### config.mk
export PLATFORM = sky130hd
export DESIGN_NAME = seq_detector_n
export DESIGN_NICKNAME = d
export VERILOG_FILES = /design/src/rtl/seq_detector_n.sv
export SDC_FILE = /design/constraint.sdc
export NUM_CORES = 1
export LEC_CHECK = 0
export BUFFER_PORTS_ARGS = -buffer_cell sky130_fd_sc_hd__buf_2
export CORE_MARGIN = 5
export CORE_UTILIZATION = 45
export DETAILED_ROUTE_END_ITERATION = 7
export GPL_TIMING_DRIVEN = 1
export PLACE_DENSITY = 0.82
export REMOVE_ABC_BUFFERS = 1
export SLEW_MARGIN = 10
export SYNTH_ARGS = -nofsm -noshare
export SYNTH_HDL_FRONTEND = slang
export SYNTH_SLANG_ARGS = --single-unit
### constraint.sdc
create_clock -name clk -period 2.5 [get_ports clk]
set_clock_uncertainty 0.2 [all_clocks]
set_input_delay 0.375 -clock clk [delete_from_list [all_inputs] [get_ports clk]]
set_output_delay 0.375 -clock clk [all_outputs]
set_load 0.02 [all_outputs]
### src/rtl/seq_detector_n.sv
// Parametrised serial pattern detector (MSB first) with selectable overlap,
// visible matched-prefix state and a saturating detection counter.
module seq_detector_n #(
    parameter int               PAT_W   = 4,
    parameter logic [PAT_W-1:0] PATTERN = 4'b1011,
    parameter bit               OVERLAP = 1'b1,
    parameter int               CNT_W   = 8
) (
    input  logic                     clk,
    input  logic                     reset,
    input  logic                     x,
    input  logic                     en,
    input  logic                     clr,
    output logic [$clog2(PAT_W)-1:0] state,
    output logic                     detect,
    output logic [CNT_W-1:0]         match_count,
    output logic                     count_sat
);

    localparam int ST_W = $clog2(PAT_W);
    localparam int TBL  = 2 ** (ST_W + 1);

    // Longest k <= maxk such that the last k bits of (first l pattern bits, b)
    // equal the first k pattern bits. Evaluated only at elaboration.
    function automatic int longest(input int l, input int b, input int maxk);
        logic [PAT_W:0] s;
        int             best;
        bit             ok;
        s    = '0;
        best = 0;
        if (l >= PAT_W) return 0;
        for (int i = 0; i < l; i++) s[i] = PATTERN[PAT_W-1-i];
        s[l] = b[0];
        for (int k = 1; k <= maxk; k++) begin
            ok = 1'b1;
            for (int j = 0; j < k; j++)
                if (s[l+1-k+j] != PATTERN[PAT_W-1-j]) ok = 1'b0;
            if (ok) best = k;
        end
        return best;
    endfunction

    // Restart point after a full match: longest proper suffix that is a prefix.
    localparam int FAIL_LEN = longest(PAT_W - 1, int'(PATTERN[0]), PAT_W - 1);

    logic [ST_W-1:0] nxt_tbl [TBL];
    logic            hit_tbl [TBL];

    for (genvar l = 0; l < 2 ** ST_W; l++) begin : g_len
        for (genvar b = 0; b < 2; b++) begin : g_bit
            localparam int K   = longest(l, b, l + 1);
            localparam int NXT = (K == PAT_W) ? (OVERLAP ? FAIL_LEN : 0) : K;
            assign nxt_tbl[l*2+b] = ST_W'(NXT);
            assign hit_tbl[l*2+b] = (K == PAT_W);
        end
    end

    logic [ST_W-1:0]  len_q, len_d;
    logic             det_q, det_d;
    logic [CNT_W-1:0] cnt_q, cnt_d;

    always_ff @(posedge clk or posedge reset) begin
        if (reset) begin
            len_q <= '0;
            det_q <= 1'b0;
            cnt_q <= '0;
        end else begin
            len_q <= len_d;
            det_q <= det_d;
            cnt_q <= cnt_d;
        end
    end

    always_comb begin
        len_d = len_q;
        det_d = 1'b0;
        cnt_d = cnt_q;
        if (en) begin
            len_d = nxt_tbl[{len_q, x}];
            det_d = hit_tbl[{len_q, x}];
        end
        // A clear on the same edge as a detection wins over the increment.
        if (clr)
            cnt_d = '0;
        else if (det_d && !(&cnt_q))
            cnt_d = cnt_q + 1'b1;
    end

    assign state       = len_q;
    assign detect      = det_q;
    assign match_count = cnt_q;
    assign count_sat   = &cnt_q;

endmodule

After elaboration in Yosys (flattened, before gate mapping)
Memory sizes are Yosys's and may differ from the RTL's. A register that Yosys moved wholly into a read port is not among the register bits.
Cells that the tools add are included.
Word-level totals
  flip-flop bits (word level): 9
  memories: 2
  word-level logic and storage cells: 16
  ROM bits: 24
Operators by class
  $add $sub $neg: 1
  $lt $le $gt $ge: 1
  reduce and logical (&&, ||, !) cells: 4
  multiplexer cells: 5
  bitwise operators: 1
Memory list
  (name not given): depth 8, bits a word 2, read ports 1, clocked after memory_dff 1, wr ports 0, RTL line 79  | len_d = nxt_tbl[{len_q, x}];
  (name not given): depth 8, bits a word 1, read ports 1, clocked after memory_dff 0, wr ports 0, RTL line 80  | det_d = hit_tbl[{len_q, x}];
Operators by type and width (count)
  2-to-1 mux 8 bit: 2
  adder 8 x 1 -> 8 bit (second input constant): 1
  AND reduction 8 bit: 1
  greater-or-equal comparator 4 bit (second input constant): 1
  NOT 3 -> 4 bit: 1
  2-to-1 mux 1 bit: 3
  nonzero test 2 bit: 1
  logical AND 1 bit: 1
  zero test 1 bit: 1

Longest topological paths before layout
  word-level depth: 8
  depth in mapped cells: 5

Least setup slack after synthesis
No wires, ideal clock.
  kind: register -> register
  from: reg cnt_q[0] (netlist: match_count[0])
  to: reg cnt_q[3] (netlist: match_count[3])
  data arrival time: 1.490 ns
  buffers on the path: 0
  setup time: 0.125 ns
  stages on the path, launching flop included: 5
  path slack: 0.685 ns
  clock period less this slack: 1.815 ns
  cells stage by stage: dfrtp_1 > ha_1 > and4_4 > a211oi_2 > mux2_4
On the way
  word-level cells in the longest chain between the ends: 4
  elaborated cells between the ends (all ways): 7
  classes of those cells: add/sub (1); mux (2); reduce/logical (4)
RTL lines
  from (decl): RTL line 60  | logic [CNT_W-1:0] cnt_q, cnt_d;
  from (signal assigned): RTL line 70  | cnt_q <= cnt_d;
  parallel branches: the longest is 4 deep, another holds adder 8 x 1 -> 8 bit
Parallel ways; which one is timed is not known. The select of a mux whose other input is x is not followed.
A chain may end at the register's enable or synchronous reset.

Worst setup path in the final report
  from: reg cnt_q[0] (netlist: match_count[0])
  to: out count_sat
On the way
  word-level cells in the longest chain between the ends: 1
RTL lines
  AND reduction 8 bit: RTL line 92  | assign count_sat = &cnt_q;
  to (decl): RTL line 17  | output logic count_sat
Every way passes these cells.

==> results.txt <==
The flow ran to the end, and the final reports show no timing, DRC or antenna violations. The final-stage net count came out at 89. The max-slew headroom at the worst pin came out at 73.0%. Of all nets on the critical path, the largest fanout is 6.

By area the synthesized netlist is led by dfrtp_1, mux2_4, ha_1. The final weighted congestion of routability-driven global placement is 0.779. The worst setup path is launched from a register. For this block, the via count after detailed routing is 540. 0 antenna diodes ended up in the layout. The latest clock arrival within the worst-skew pair came out at 0.27 ns. TritonCTS built the clock tree. Summed over all layers, the global routing overflow is 0. The overall die area came out at 0.00231 sq mm. The final hold violation count is 0. Entering global routing, the biggest net connects 13 pins. For this run, the number of standard cells in the final layout without fillers is 95. The clock-pin slew reported for the worst setup and hold paths after clock tree synthesis is 0.07 ns. The number of distinct library cell variants in the gate-level netlist after synthesis came out at 28. The total number of placement rows is 13. For this design the ratio of total power to cell area is 506 mW/mm^2. At the pin with the least slew margin, the transition time is 0.405 ns. The HPWL reported at the end of detailed placement is 1050 um.

dfrtp_1 takes more of the synthesized area than any other cell. The floorplan step set the die height to 48.1 um. The top cell types in the final layout, fill and taps aside, are buf_2, dfrtp_1, nor2b_1. The number of global-route vias before repair came out at 580. The register bit total from synthesis came out at 11. The total CTS buffers came out at 3. The standard cell core area came out at 0.00133 sq mm. The synthesized-area fraction occupied by ao, oa, aoi and oai cells is 14.6%. After layout, the design draws a total of 0.397 mW. The multiplexer fraction of the synthesized cell area came out at 10.2%. The hold slack came out at 0.180 ns. Yosys printed 0 warnings. Across the run, the number of max-cap violations was 0.

The share of the clock period used by the worst path after layout is 83.3%. The count of port buffers added during placement is 16. Compared with the post-synthesis result, the final layout area differs by 20.1%. The adder-cell share of the synthesized area came out at 5.75%. The clock period minus worst slack came out at 2.08 ns.

The clock passes through at most 2 buffers. The boundary pin count came out at 17. The initial antenna violation count came to 0. The main combinational cell family by area after synthesis is simple AND/OR/NAND/NOR gates. In the global route stage, overall resource usage came out at 14.6%. The synthesized-area fraction occupied by and/or/nand/nor cells came out at 25.1%. Setup repair after global routing left no endpoint under its margin. The via density per instance came out at 5.68.

Across the VDD grid, the largest voltage drop is 0.317 mV. In this run the static leakage power is 0.394 nW. The H-tree depth is 1. The library cell used most frequently in the layout, excluding fill and tap cells, is buf_2. The clock sink count is 11. Post-CTS timing repair inserted 0 buffers for setup. The area share of the largest cell type after synthesis is 42.1%. The highest clock frequency the design can meet came out at 480 MHz. The number of nets with antenna violations after detailed routing came out at 0. The global-route wire length before repair is 2350 um. The setup TNS is 0 ns.

In the final routed layout, each cell accounts on average for 14.1 um. The count of filler cells inserted in the layout came out at 114. Setup violations remaining at the end of the flow were counted as 0. The critical path is of the reg -> out type. The max-slew violation count is 0. The first detailed-routing pass ran for 4 iterations. The number of standard cells after synthesis is 60. The instance count after placement with tap cells included is 90.

After detailed routing, the number of remaining DRC violations is 0. The horizontal die dimension is 48.1 um. A synthesized cell averages 10.9 sq um. For this configuration, the core starts out at a cell density of 49.0%.

The part of the Yosys area used for sequential elements came out at 42.1%. The share of layout cells above drive strength 1 came out at 37.5%. The mapped netlist covers 653 sq um. The tree is rooted in a clkbuf_4.

The path category of the worst min-delay check is in -> reg. The critical path endpoint category is an output pin. The xor-xnor portion of the synthesized cell area is 0%. The worst endpoint required time is 1.92 ns. After detailed routing, the total wire length is 1340 um. After the first detailed-routing iteration, the DRC count stood at 6. The fraction of the core area covered by cells at the end of the flow is 58.8%.

For the worst setup path, the data arrival time is 1.51 ns.
==> registers in the layout, indices dropped and copies added (netlist names) <==
signal       count
state            2
detect           1
match_count      8
==> timing repair <==
item / CTS / global route
hold buffers: 1 / 0
resized for setup: 0 / 0
setup endpoints to repair: 0 / 0
endpoints found under the hold margin: 11 / 0
==> logic make-up (layout without fill, tap and decap cells) <==
family,after synthesis,after routing
simple gates,24,24
fa+ha+maj,3,3
buf+inv,4,24
flops,11,11
mux,5,5
compound gates,13,13
==> area by class of cell <==
type                            count  area, sq um  share of cell area [%]
Timing Repair Buffer               17         90.1                    11.5
Clock buffer                        4         26.3                    3.35
Sequential cell                    11          275                    35.1
Tap cell                           15         18.8                    2.39
Inverter                            3         11.3                    1.44
Multi-Input combinational cell     45          363                    46.3
==> per-stage QoR <==
| step | instance area (sq um) | setup slack, ns |
|---|---|---|
| final | 785 | 0.417 |
| after global placement | 748 | 0.756 |
| after floorplan | 649 | 0.685 |
| after CTS | 785 | 0.407 |
| after global routing | 785 | 0.298 |
| after detailed placement | 748 | 0.712 |
==> layer usage <==
| layer | vias up | global-route usage [%] | part of all wire [%] |
|---|---|---|---|
| li1 | 267 | - | - |
| met1 | 255 | 16.4 | 42 |
| met2 | 14 | 26.1 | 50 |
| met3 | 4 | 1.48 | 4.9 |
| met4 | 0 | 9.14 | 2.8 |
| met5 | - | 0 | 0 |
==> cell usage after synthesis <==
library cell  number
a211oi_1           2
a21boi_0           1
nand4_1            1
mux2i_1            1
a21oi_1            3
a211oi_2           1
mux2_2             1
a311oi_1           1
and4_1             3
clkbuf_1           1
and4_4             1
and2_1             3
nand2b_1           2
nor2b_1            5
a31oi_1            3
mux2_4             3
inv_2              1
nand3_1            1
ha_1               3
nor2_1             3
and3_1             1
a21oi_2            2
dfrtp_1           11
nor3_1             1
inv_1              2
nand3_2            1
and3b_1            1
and3_4             1
==> power by group <==
group / leakage [nW] / total (mW) / internal (mW) / switching [mW]
Sequential: 0.149 / 0.207 / 0.190 / 0.0167
Clock: 0.0150 / 0.120 / 0.0618 / 0.0586
Combinational: 0.230 / 0.0694 / 0.0267 / 0.0428
Total: 0.394 / 0.397 / 0.279 / 0.118
==> critical path, stage by stage, from the launching register on <==
cell and delay (ns):
dfrtp_1 0.42, ha_1 0.25, and4_4 0.29, and2_1 0.13
buf_2 0.15
==> final timing paths <==
path                                startpoint        endpoint  slack (ns)  cells past startpoint
worst max-delay path            match_count[0]       count_sat        0.42                      4
worst min-delay path                         x        state[0]        0.18                      2
worst max register to register  match_count[0]  match_count[3]        0.70                      4
worst min register to register        state[0]        state[0]        0.37                      1
max in group asynchronous                reset  match_count[3]        1.38                      3
min in group asynchronous                reset  match_count[7]        0.44                      3
No activity file was read; power rests on OpenSTA's default activity.
